### src/rtl/seg7_pkg.sv
// rtl/seg7_pkg.sv - shared types and segment table for the seven-segment scan controller
package seg7_pkg;

    typedef enum logic [1:0] {S_IDLE, S_BLANK, S_DRIVE} scan_state_t;

    localparam logic [6:0] SEG_BLANK = 7'b0000000;

    // Segment patterns {a,b,c,d,e,f,g}, active-high; entry i is hex digit i
    localparam logic [15:0][6:0] HEX_SEG_TABLE = {
        7'b1000111,  // F
        7'b1001111,  // E
        7'b0111101,  // d
        7'b1001110,  // C
        7'b0011111,  // b
        7'b1110111,  // A
        7'b1111011,  // 9
        7'b1111111,  // 8
        7'b1110000,  // 7
        7'b1011111,  // 6
        7'b1011011,  // 5
        7'b0110011,  // 4
        7'b1111001,  // 3
        7'b1101101,  // 2
        7'b0110000,  // 1
        7'b1111110   // 0
    };

endpackage

### src/rtl/seg7_hex_dec.sv
// rtl/seg7_hex_dec.sv - combinational hex nibble to seven-segment lookup
module seg7_hex_dec
    import seg7_pkg::*;
(
    input  logic [3:0] nibble,
    output logic [6:0] seg
);

    assign seg = HEX_SEG_TABLE[nibble];

endmodule

### src/rtl/seg7_scan_ctrl.sv
// rtl/seg7_scan_ctrl.sv - double-buffered multiplexed scan controller for a common-anode display
module seg7_scan_ctrl
    import seg7_pkg::*;
#(
    parameter int NDIGITS = 4,
    parameter int DIV     = 50000,
    parameter int GAP     = 500
) (
    input  logic                   clk,
    input  logic                   reset_n,
    input  logic                   en,
    input  logic                   load,
    input  logic [4*NDIGITS-1:0]   data_in,
    input  logic [NDIGITS-1:0]     dp_in,
    input  logic                   lz_en,
    output logic [NDIGITS-1:0]     an,
    output logic [6:0]             seg,
    output logic                   dp,
    output logic                   frame_done
);

    localparam int CNT_W = $clog2(DIV);
    localparam int IDX_W = $clog2(NDIGITS);

    localparam logic [CNT_W-1:0] CNT_GAP_LAST = CNT_W'(GAP - 1);
    localparam logic [CNT_W-1:0] CNT_LAST     = CNT_W'(DIV - 1);
    localparam logic [IDX_W-1:0] IDX_LAST     = IDX_W'(NDIGITS - 1);

    scan_state_t          state, state_next;
    logic [CNT_W-1:0]     cnt, cnt_next;
    logic [IDX_W-1:0]     idx, idx_next;

    logic [4*NDIGITS-1:0] pending, shadow;
    logic [NDIGITS-1:0]   pending_dp, shadow_dp;
    logic                 pending_valid;

    logic [NDIGITS-1:0]   an_next;
    logic [6:0]           seg_next;
    logic                 dp_next;
    logic                 frame_done_next;

    logic                 wrap;
    logic                 xfer;
    logic [3:0]           cur_nibble;
    logic [6:0]           dec_seg;
    logic                 upper_zero;
    logic                 suppress;

    // End of the last digit's drive slot closes the frame
    assign wrap = (state == S_DRIVE) && (cnt == CNT_LAST) && (idx == IDX_LAST);

    // Shadow may only change when a frame starts: leaving idle or at the wrap
    assign xfer = en && ((state == S_IDLE) || wrap);

    // Shadow is stable on any edge entering S_DRIVE, so decode the upcoming digit directly
    assign cur_nibble = shadow[idx_next*4 +: 4];
    assign upper_zero = ((shadow >> (idx_next*4)) == '0);
    assign suppress   = lz_en && (idx_next != '0) && upper_zero;

    seg7_hex_dec u_hex_dec (
        .nibble (cur_nibble),
        .seg    (dec_seg)
    );

    // State, slot counter and digit index register
    always_ff @(posedge clk or negedge reset_n) begin
        if (!reset_n) begin
            state <= S_IDLE;
            cnt   <= '0;
            idx   <= '0;
        end else begin
            state <= state_next;
            cnt   <= cnt_next;
            idx   <= idx_next;
        end
    end

    // Slot sequencing: GAP blank cycles then DIV-GAP drive cycles per digit
    always_comb begin
        state_next = state;
        cnt_next   = cnt;
        idx_next   = idx;
        if (!en) begin
            state_next = S_IDLE;
            cnt_next   = '0;
            idx_next   = '0;
        end else begin
            case (state)
                S_IDLE: begin
                    state_next = S_BLANK;
                    cnt_next   = '0;
                    idx_next   = '0;
                end
                S_BLANK: begin
                    cnt_next = cnt + 1'b1;
                    if (cnt == CNT_GAP_LAST) begin
                        state_next = S_DRIVE;
                    end
                end
                S_DRIVE: begin
                    if (cnt == CNT_LAST) begin
                        state_next = S_BLANK;
                        cnt_next   = '0;
                        idx_next   = (idx == IDX_LAST) ? '0 : idx + 1'b1;
                    end else begin
                        cnt_next = cnt + 1'b1;
                    end
                end
                default: begin
                    state_next = S_IDLE;
                    cnt_next   = '0;
                    idx_next   = '0;
                end
            endcase
        end
    end

    // Outputs are derived from the next state so the registered pins line up with the state
    always_comb begin
        an_next         = '1;
        seg_next        = SEG_BLANK;
        dp_next         = 1'b0;
        frame_done_next = wrap && en;
        if ((state_next == S_DRIVE) && !suppress) begin
            an_next[idx_next] = 1'b0;
            seg_next          = dec_seg;
            dp_next           = shadow_dp[idx_next];
        end
    end

    // Output pin registers
    always_ff @(posedge clk or negedge reset_n) begin
        if (!reset_n) begin
            an         <= '1;
            seg        <= SEG_BLANK;
            dp         <= 1'b0;
            frame_done <= 1'b0;
        end else begin
            an         <= an_next;
            seg        <= seg_next;
            dp         <= dp_next;
            frame_done <= frame_done_next;
        end
    end

    // Pending/shadow double buffer; a load at a frame start bypasses straight to shadow
    always_ff @(posedge clk or negedge reset_n) begin
        if (!reset_n) begin
            pending       <= '0;
            pending_dp    <= '0;
            pending_valid <= 1'b0;
            shadow        <= '0;
            shadow_dp     <= '0;
        end else begin
            if (xfer && load) begin
                shadow        <= data_in;
                shadow_dp     <= dp_in;
                pending_valid <= 1'b0;
            end else if (xfer && pending_valid) begin
                shadow        <= pending;
                shadow_dp     <= pending_dp;
                pending_valid <= 1'b0;
            end else if (load) begin
                pending_valid <= 1'b1;
            end
            if (load) begin
                pending    <= data_in;
                pending_dp <= dp_in;
            end
        end
    end

endmodule
### config.mk
export PLATFORM = sky130hd
export DESIGN_NAME = seg7_scan_ctrl
export DESIGN_NICKNAME = d
export VERILOG_FILES = /design/src/rtl/seg7_pkg.sv /design/src/rtl/seg7_hex_dec.sv /design/src/rtl/seg7_scan_ctrl.sv
export SDC_FILE = /design/constraint.sdc
export NUM_CORES = 1
export LEC_CHECK = 0
export ABC_AREA = 1
export CAP_MARGIN = 20
export CORE_ASPECT_RATIO = 1.25
export CORE_MARGIN = 4
export CORE_UTILIZATION = 45
export CTS_BUF_LIST = sky130_fd_sc_hd__clkbuf_2
export CTS_CLUSTER_SIZE = 40
export DETAILED_ROUTE_END_ITERATION = 8
export GPL_ROUTABILITY_DRIVEN = 0
export PLACE_DENSITY = 0.65
export SYNTH_ARGS = -nofsm -noshare
export SYNTH_HDL_FRONTEND = slang
export SYNTH_HIERARCHICAL = 1
export SYNTH_SLANG_ARGS = --single-unit
### constraint.sdc
create_clock -name clk -period 3.35 [get_ports clk]
set_input_delay 0.67 -clock clk [delete_from_list [all_inputs] [get_ports clk]]
set_output_delay 0.67 -clock clk [all_outputs]
set_load 0.05 [all_outputs]
==> impl_metrics.json <==
{
  "gr-total-overflow": 0,
  "setup_viol": 0,
  "hold_class": "in2async",
  "syn_nets": 496,
  "status": "complete, no violations",
  "syn2layout_area_growth_pct": 14.4,
  "worstSetupPathType": "reg2reg",
  "cts-root-buf": "clkbuf_2",
  "fin_worst_skew_ns": 0.0336,
  "final_common_cell": "nand2_1",
  "initial_core_util_pct": 46.6,
  "clockBufferDepth": 2,
  "r2r_end": "seg[3]",
  "drtPass1Iterations": 4,
  "final_nets": 538,
  "drtIter0Drc": 124,
  "cts_resized": 0,
  "clk_latency_ns": 0.53,
  "fp.dieH_um": 112,
  "cp.arrival_ns": 3.43,
  "synth.cell_area_um2": 3860,
  "grt_pass1_vias": 2972,
  "slew_violations": 0,
  "peakVddDrop_mv": 0.206,
  "post-route-period-util_pct": 90.3,
  "reg2reg_from": "cnt[0]",
  "synth_edf_count": 0,
  "synth_area_per_cell_um2": 8.43,
  "fin_total_pwr_mw": 1.78,
  "antenna_left": 0,
  "grt_pass1_wl_um": 13500,
  "seq_area_frac_synth_pct": 48.1,
  "critical_path_peak_fanout": 10,
  "dr_total_vias": 2918,
  "viasPerCell": 4.85,
  "tritoncts": "done",
  "cts_made_buffers": 9,
  "grt_usage_pct": 16.3,
  "finalCriticalPeriod_ns": 3.02,
  "dp_hpwl_um": 5640,
  "postCtsHoldBufs": 0,
  "ys.flop_type": "dfrtp_1",
  "whs_ns": 0.249,
  "clockPowerShare_pct": 22.2,
  "pwr-share-seq_pct": 56.1,
  "grt_max_degree": 75,
  "synth_warnings": 6,
  "dieArea_um2": 10100,
  "p_sw_share_pct": 32.2,
  "cp-start-kind": "flip-flop",
  "postPlaceCellArea_um2": 4340,
  "fillers": 803,
  "diodes": 0,
  "layout-drive-gt1-share_pct": 15.6,
  "numClockSinks": 74,
  "power_density_nw_per_um2": 404,
  "worstSetupEndpoint": "seg[3]",
  "synthCells": 458,
  "slew_headroom_pct": 38.9,
  "drc": 0,
  "synth_seq_cells": 74,
  "post-cts-setup-buffers": 0,
  "regToRegSetupSlack_ns": 0.33,
  "intPower_mw": 1.21,
  "ff2ff_path_depth": 19,
  "multi_input_area_um2": 1740,
  "ios": 38,
  "rsz0062_at_grt": "false",
  "end_kind": "flip-flop",
  "die_w_um": 90.9,
  "startpoint": "cnt[0]",
  "power_switching_mw": 0.574,
  "htreeDepth": 3,
  "setup_tns_ns": 0,
  "register_area_um2": 1860,
  "wl_per_cell_um": 12.6,
  "hold_violations": 0,
  "max_cap_viol_count": 0,
  "p_leak_nw": 2.20,
  "antenna_found_initial": 0,
  "finalInstanceArea_um2": 4420,
  "synth_cell_types": 41,
  "combPwrFrac_pct": 21.7,
  "coreArea_um2": 8290,
  "clk_pin_slew_worst_paths_ns": 0.19,
  "wl_um": 7570,
  "max_freq_mhz": 331,
  "portBuffers": 37,
  "synthArstFlopShare_pct": 100,
  "final_cell_mix": "143 x nand2_1, 70 x dfrtp_1, 55 x inv_1",
  "required_ns": 3.76,
  "rows": 37,
  "worst_pin_slew_ns": 0.916
}
==> layer usage <==
metal,GRT usage [%],vias up,routed length [um]
met4,7.44,0,151
met2,27.4,44,3620
met5,0,-,0
met3,3.65,13,263
met1,20.1,1337,3530
li1,-,1524,-
==> cells in the mapped netlist, types with 2 or more instances <==
cell type  number  area, um2
nand2_1       143        537
dfrtp_1        70       1750
inv_1          55        206
nor2_1         31        116
nand3_1        27        135
o21ai_0        15       75.1
ha_1           13        163
nor2_2         11       68.8
mux2_2          9        101
nand2_2         9       56.3
a21oi_1         7       35.0
nor3_1          7       35.0
nand3_2         6       60.1
clkbuf_1        5       18.8
nand4_1         5       31.3
dfstp_2         4        105
nor2_4          4       45.0
xor2_1          4       35.0
nand2_4         3       33.8
nand3_4         3       52.6
nor4_1          3       18.8
buf_1           2       7.51
buf_2           2       10.0
inv_2           2       7.51
nand2_8         2       40.0
==> cell type report <==
cell class | instances | share of cell area, %
Clock inverter | 5 | 0.538
Sequential cell | 74 | 42.0
Clock buffer | 11 | 1.25
Inverter | 59 | 5.10
Tap cell | 97 | 2.75
Multi-Input combinational cell | 315 | 39.3
Timing Repair Buffer | 41 | 9.01
==> power groups by stage <==
stage	Clock, mW	Combinational [mW]	Sequential (mW)
after global placement	0	0.382	1.02
after detailed placement	0	0.389	1.02
after CTS	0.415	0.391	1.00
after floorplan	0	0.285	1.01
final	0.397	0.387	1.00
after global routing	0.458	0.453	1.01
==> sequential cells by signal (all words and copies together) (netlist names) <==
register / flops
pending_dp: 4
frame_done: 1
dp: 1
shadow_dp: 4
cnt: 16
pending_valid: 1
an: 4
idx: 2
state: 2
seg: 7
pending: 16
shadow: 16
==> through the flow <==
| step | utilization, % | cells | worst slack, ns |
|---|---|---|---|
| floorplan | - | 458 | 0.737 |
| global placement | 52.4 | 586 | 0.167 |
| detailed placement | 52.4 | 586 | 0.112 |
| CTS | 53.3 | 602 | 0.329 |
| global route | 53.3 | 602 | 0.0264 |
| finish | 53.3 | 602 | 0.326 |
==> worst min path at each step <==
stage | start | end | slack (ns) | depth (start not counted)
finish | reset_n | cnt[2] | 0.25 | 1
detailed placement | pending[0] | pending[0] | 0.46 | 2
floorplan | reset_n | cnt[0] | 0.37 | 0
CTS | reset_n | pending[14] | 0.24 | 1
global route | reset_n | cnt[0] | 0.28 | 1
global placement | pending[2] | pending[2] | 0.45 | 2
==> critical path, stage by stage (launching register included) <==
cell	delay, ns
dfrtp_1	0.41
ha_1	0.20
nand3_1	0.25
nor2_4	0.19
nand2_2	0.10
nand2_2	0.08
nand2_4	0.07
nand3_2	0.09
nand2_4	0.11
nor2_1	0.20
a22oi_1	0.12
o21ai_0	0.21
inv_1	0.19
ha_1	0.33
nand2_1	0.07
o21ai_0	0.08
nand2_1	0.06
nand2_1	0.05
inv_1	0.06
nor2_2	0.04
==> logic make-up after synthesis <==
logic type / Yosys count / synth area share, %
compound gates: 30 / 4.37
xor+xnor: 5 / 1.13
fa+ha+maj: 13 / 4.21
buf+inv: 69 / 6.97
flops: 74 / 48.1
mux: 9 / 2.62
simple gates: 258 / 32.6
(Power assumes the default switching activity.)
